## config.mk

```make
export PLATFORM = sky130hd
export DESIGN_NAME = inst_encoder
export DESIGN_NICKNAME = d
export VERILOG_FILES = /design/src/rtl/inst_encoder.sv
export SDC_FILE = /design/constraint.sdc
export NUM_CORES = 1
export LEC_CHECK = 0
export BUFFER_PORTS_ARGS = -buffer_cell sky130_fd_sc_hd__buf_2
export CORE_UTILIZATION = 57
export CTS_BUF_LIST = sky130_fd_sc_hd__clkbuf_4
export CTS_CLUSTER_DIAMETER = 120
export DETAILED_ROUTE_END_ITERATION = 6
export HOLD_SLACK_MARGIN = 0.03
export PLACE_DENSITY = 0.9
export REMOVE_ABC_BUFFERS = 1
export SLEW_MARGIN = 0
export SYNTH_ARGS = -nofsm -noshare
export SYNTH_HDL_FRONTEND = slang
export SYNTH_SLANG_ARGS = --single-unit
export TNS_END_PERCENT = 50
```

## constraint.sdc

```tcl
create_clock -name clk -period 4.3 [get_ports clk]
set_input_delay 0.43 -clock clk [delete_from_list [all_inputs] [get_ports clk]]
set_output_delay 0.43 -clock clk [all_outputs]
set_load 0.05 [all_outputs]
```

## src/rtl/inst_encoder.sv

```systemverilog
// RV32I field-to-instruction assembler with word-address tagging.
// Illegal bundles are dropped and counted; one-entry output register.
module inst_encoder #(
    parameter int ADDR_W    = 10,
    parameter int BASE_ADDR = 0
) (
    input  logic              clk,
    input  logic              rst,
    input  logic              in_valid,
    output logic              in_ready,
    input  logic [6:0]        opcode,
    input  logic [2:0]        funct3,
    input  logic [6:0]        funct7,
    input  logic [4:0]        rd,
    input  logic [4:0]        rs1,
    input  logic [4:0]        rs2,
    input  logic [31:0]       imm,
    input  logic              addr_clr,
    output logic              out_valid,
    input  logic              out_ready,
    output logic [31:0]       out_instr,
    output logic [ADDR_W-1:0] out_addr,
    output logic              err_illegal,
    output logic [7:0]        err_cnt
);

    localparam logic [6:0] OP_R     = 7'b0110011;
    localparam logic [6:0] OP_I     = 7'b0010011;
    localparam logic [6:0] OP_L     = 7'b0000011;
    localparam logic [6:0] OP_JALR  = 7'b1100111;
    localparam logic [6:0] OP_S     = 7'b0100011;
    localparam logic [6:0] OP_B     = 7'b1100011;
    localparam logic [6:0] OP_LUI   = 7'b0110111;
    localparam logic [6:0] OP_AUIPC = 7'b0010111;
    localparam logic [6:0] OP_JAL   = 7'b1101111;
    localparam logic [6:0] F7_ALT   = 7'b0100000;

    localparam logic [ADDR_W-1:0] BASE = ADDR_W'(BASE_ADDR);

    typedef enum logic {EMPTY, FULL} state_t;

    state_t              state_q, state_d;
    logic [31:0]         instr_q, instr_d;
    logic [ADDR_W-1:0]   addr_q, addr_d;
    logic [ADDR_W-1:0]   cnt_q, cnt_d;
    logic                err_q, err_d;
    logic [7:0]          ecnt_q, ecnt_d;

    logic                legal;
    logic [31:0]         enc;
    logic signed [31:0]  simm;
    logic                accept;
    logic [ADDR_W-1:0]   tag;
    logic                imm12_ok;
    logic                f7_rok;

    assign simm      = imm;
    assign out_valid = (state_q == FULL);
    assign in_ready  = !out_valid || out_ready;
    assign accept    = in_valid && in_ready;
    assign out_instr = instr_q;
    assign out_addr  = addr_q;
    assign err_illegal = err_q;
    assign err_cnt   = ecnt_q;

    assign imm12_ok = (simm >= -32'sd2048) && (simm <= 32'sd2047);
    assign f7_rok   = (funct7 == 7'd0) || (funct7 == F7_ALT);

    // Pack fields into the instruction word and judge legality.
    always_comb begin
        legal = 1'b0;
        enc   = 32'd0;
        unique case (opcode)
            OP_R: begin
                legal = f7_rok;
                enc   = {funct7, rs2, rs1, funct3, rd, opcode};
            end
            OP_I: begin
                if (funct3 == 3'b001 || funct3 == 3'b101) begin
                    legal = (imm[31:5] == 27'd0) &&
                            ((funct7 == 7'd0) ||
                             (funct3 == 3'b101 && funct7 == F7_ALT));
                    enc   = {funct7, imm[4:0], rs1, funct3, rd, opcode};
                end else begin
                    legal = imm12_ok;
                    enc   = {imm[11:0], rs1, funct3, rd, opcode};
                end
            end
            OP_L, OP_JALR: begin
                legal = imm12_ok;
                enc   = {imm[11:0], rs1, funct3, rd, opcode};
            end
            OP_S: begin
                legal = imm12_ok;
                enc   = {imm[11:5], rs2, rs1, funct3, imm[4:0], opcode};
            end
            OP_B: begin
                legal = (simm >= -32'sd4096) && (simm <= 32'sd4094) &&
                        !imm[0];
                enc   = {imm[12], imm[10:5], rs2, rs1, funct3,
                         imm[4:1], imm[11], opcode};
            end
            OP_LUI, OP_AUIPC: begin
                legal = (imm[11:0] == 12'd0);
                enc   = {imm[31:12], rd, opcode};
            end
            OP_JAL: begin
                legal = (simm >= -32'sd1048576) &&
                        (simm <= 32'sd1048574) && !imm[0];
                enc   = {imm[20], imm[10:1], imm[11], imm[19:12],
                         rd, opcode};
            end
            default: begin
                legal = 1'b0;
                enc   = 32'd0;
            end
        endcase
    end

    // Output register FSM, address counter and error bookkeeping.
    always_comb begin
        state_d = state_q;
        instr_d = instr_q;
        addr_d  = addr_q;
        cnt_d   = cnt_q;
        err_d   = err_q;
        ecnt_d  = ecnt_q;
        tag     = addr_clr ? BASE : cnt_q;
        if (addr_clr) begin
            cnt_d = BASE;
        end
        if (accept && legal) begin
            instr_d = enc;
            addr_d  = tag;
            cnt_d   = tag + ADDR_W'(1);
            state_d = FULL;
        end else if (state_q == FULL && out_ready) begin
            state_d = EMPTY;
        end
        if (accept && !legal) begin
            err_d = 1'b1;
            if (ecnt_q != 8'hFF) begin
                ecnt_d = ecnt_q + 8'd1;
            end
        end
    end

    // State update with synchronous reset.
    always_ff @(posedge clk) begin
        if (rst) begin
            state_q <= EMPTY;
            instr_q <= 32'd0;
            addr_q  <= '0;
            cnt_q   <= BASE;
            err_q   <= 1'b0;
            ecnt_q  <= 8'd0;
        end else begin
            state_q <= state_d;
            instr_q <= instr_d;
            addr_q  <= addr_d;
            cnt_q   <= cnt_d;
            err_q   <= err_d;
            ecnt_q  <= ecnt_d;
        end
    end

endmodule

```

==> results by group <==
STA
  • Post-layout min period: approximately 3000 ps
  • Fin Clk Skew: about 14 ps
  • Slew Limit Fails: 0
  • Slew headroom: 30.8%
  • Fin Setup TNS: 0 ps
  • Final Hold Viols: 0
  • Worst Tran Pin Value: 1040 ps
  • Fmax: 332 MHz
  • Final setup fails: 0
  • Fin crit share: 70.0%
  • Unrepaired setup endpoints after global routing: false

Clocking
  • Clk slew on worst S/H paths: 120 ps
  • Worst skew pair latency: 440 ps
  • Buffer count from post-CTS setup fixing: 0
  • H-tree lvl count: 3
  • CTS tree: yes
  • Post-cts hold buffer count: 0
  • TritonCTS Sinks: slightly above 60
  • Maximum clock path buffer count: 2
  • Post-CTS sizing: 0
  • Clk root buf: clkbuf_4
  • TritonCTS buffer count: 9

Worst setup path
  • Startpoint types: primary input
  • Worst-path fanout max: 25
  • CP Class: primary input to register
  • Worst endpoint required time: 4660 ps
  • Slowest-stage cell, CP: o2bb2ai_2
  • Crit-path cells: buf_2 -> or3_4 -> o221a_4 -> o2bb2ai_2 -> a21oi_2 -> a21oi_4 -> mux2i_1
  • Crit. End Element: register
  • CP Data Arrival Time: around 3400 ps
  • Crit path largest cell delay: roughly 800 ps
  • Worst path bufs/invs: 1
  • Crit-path leading delay family: compound AO/OA/AOI/OAI gates

Floorplanning
  • Ports: between 100 and 150
  • Die height: between 80 and 90 um
  • Die area: 0.00720 sq mm
  • FP Rows: 29
  • Initial cell density of the core: about three fifths
  • Core Area: around 0.0065 sq mm
  • Die X: between 80 and 90 um

Logic synthesis
  • #FFs+latches synth: between 60 and 70
  • Ys flop type: dfxtp_1
  • Number of synthesized flops with an enable pin: 0
  • Sequential share of the synthesized area: between 30% and 40%
  • Post-synth ARST share: 0%
  • Synthesized area per cell: 8.46 sq um
  • Post-synth top area cell: dfxtp_1
  • Synthesized area: a little under 0.004 sq mm
  • Yosys top cell area share: approximately a third
  • Distinct cell type count after synthesis: 62
  • Synth area leaders: dfxtp_1 32%, a21oi_1 5.2%, mux2i_1 5.1%
  • Most common cell in the netlist: dfxtp_1
  • Synth Instances: between 400 and 500
  • Yosys warning count: 0
  • Top post-synthesis cells by count: 62 x dfxtp_1, 41 x a21oi_1, 32 x nand2_1, 27 x inv_1, 22 x a22oi_1

Placement
  • HPWL after detailed placement: just under 9000 um
  • IO buf count: 121
  • GPL Wtd Cong: approximately 0.95
  • Placement Cell Area: 0.00453 sq mm

Routing
  • Via density: about 6.7
  • Via count: 4326
  • DRT Pass-1 Iters: 7
  • Post-route ant nets: 0
  • Initial DRC count: 459
  • DRT Wirelength: 12100 um
  • Routed wire per std cell: about 19 um
  • DR DRC count: 13

Pwr
  • Total Power: between 1 and 1.5 mW
  • VDD IR max: between 0.15 and 0.2 mV
  • Pleak: between 1.5 and 2 nW
  • Cell Pwr Density: 240 mW/mm^2

Global routing
  • All-layer global routing usage: between 30% and 40%
  • Number of global-route vias before repair: just over 4000
  • Total gr overflow: 0
  • Initial antenna violation count: 0
  • First-pass GRT wire length: ~19000 um
  • Largest net degree at the start of global routing: 50

Run
  • MaxCap Viol Count: 0

Final layout
  • Layout Nets: approximately 640
  • P&R area growth vs syn: 19.0%
  • ANT cells: 0
  • # fillers: around 570
  • Share of layout cells above drive strength 1: 29.1%
  • Post-route cell area: roughly 0.0047 sq mm
  • Layout Utilization: between 70% and 80%

Min path
  • Hold crit path type: primary input to register

Outcome
  • Status: complete, but fails checks
  • Violated checks: design-rule violations
-- path summary, 6_finish.rpt --
| path | start | to | slack, ps | cells past startpoint |
|---|---|---|---|---|
| worst max-delay path | opcode[6] | out_addr[0] | 1290 | 7 |
| worst max register to register | err_cnt[2] | err_cnt[7] | 2060 | 6 |
| worst min-delay path | out_ready | out_valid | 320 | 3 |
| worst min register to register | out_addr[9] | out_addr[9] | 460 | 2 |
-- cell families (layout without fill, tap and decap cells) --
logic type      after synthesis  after routing  synth area share (%)
buf+inv                      65            173                  7.10
flops                        62             62                  31.7
simple gates                127            127                  19.1
mux                          23             23                  5.98
compound gates              184            184                  35.4
fa+ha+maj                     2              2                 0.639
-- power breakdown --
part           switching [mW]  leakage [nW]  internal [mW]  total [mW]
logic                  0.0870          1.26         0.0470       0.134
clock network           0.232        0.0675          0.173       0.405
registers             0.00266         0.500          0.576       0.579
-- layout make-up --
cell class / instances / area (sq um) / area share (%)
clock buffers: 9 / 67.6 / 1.45
clock inverters: 6 / 62.6 / 1.34
inverters: 27 / 101 / 2.18
multi-input cells: 336 / 2410 / 51.7
flip-flops and latches: 62 / 1240 / 26.7
well taps: 77 / 96.3 / 2.07
repair buffers: 131 / 681 / 14.6
-- through the flow --
stage | worst slack [ps] | hold WS (ps) | std cells
2_1_floorplan | 1260 | 456 | 425
3_3_place_gp | 961 | 439 | 633
3_5_place_dp | 882 | 448 | 633
4_1_cts | 1310 | 325 | 648
5_1_grt | 1070 | 363 | 648
6_report | 1290 | 317 | 648
-- worst min-delay path: stages --
cell,delay (ps)
buf_2,70
nand2b_1,140
a21oi_1,80
-- sequential cells by signal, summed over array words and instances (netlist names) --
| register | flops |
|---|---|
| out_addr | 10 |
| cnt_q | 10 |
| out_instr | 32 |
| out_valid | 1 |
| err_illegal | 1 |
| err_cnt | 8 |
-- per-layer routing --
metal / routed length, um / part of all wire, % / GRT usage (%)
met1: 5140 / 42 / 44.5
met2: 5660 / 47 / 56.2
met3: 1140 / 9.4 / 4.18
met4: 211 / 1.7 / 12.5
met5: 0 / 0 / 0
-- cells in the final DEF (no fill, tap or decap), types with 10 or more instances in the layout --
cell      instances
a21oi_1          41
a222oi_1         10
a211oi_1         21
inv_1            27
mux2i_1          20
a22o_1           13
buf_2           121
nor2_1           15
nand2_1          32
a22oi_1          22
o211ai_1         19
buf_4            10
dfxtp_1          62
(Power assumes the default switching activity.)
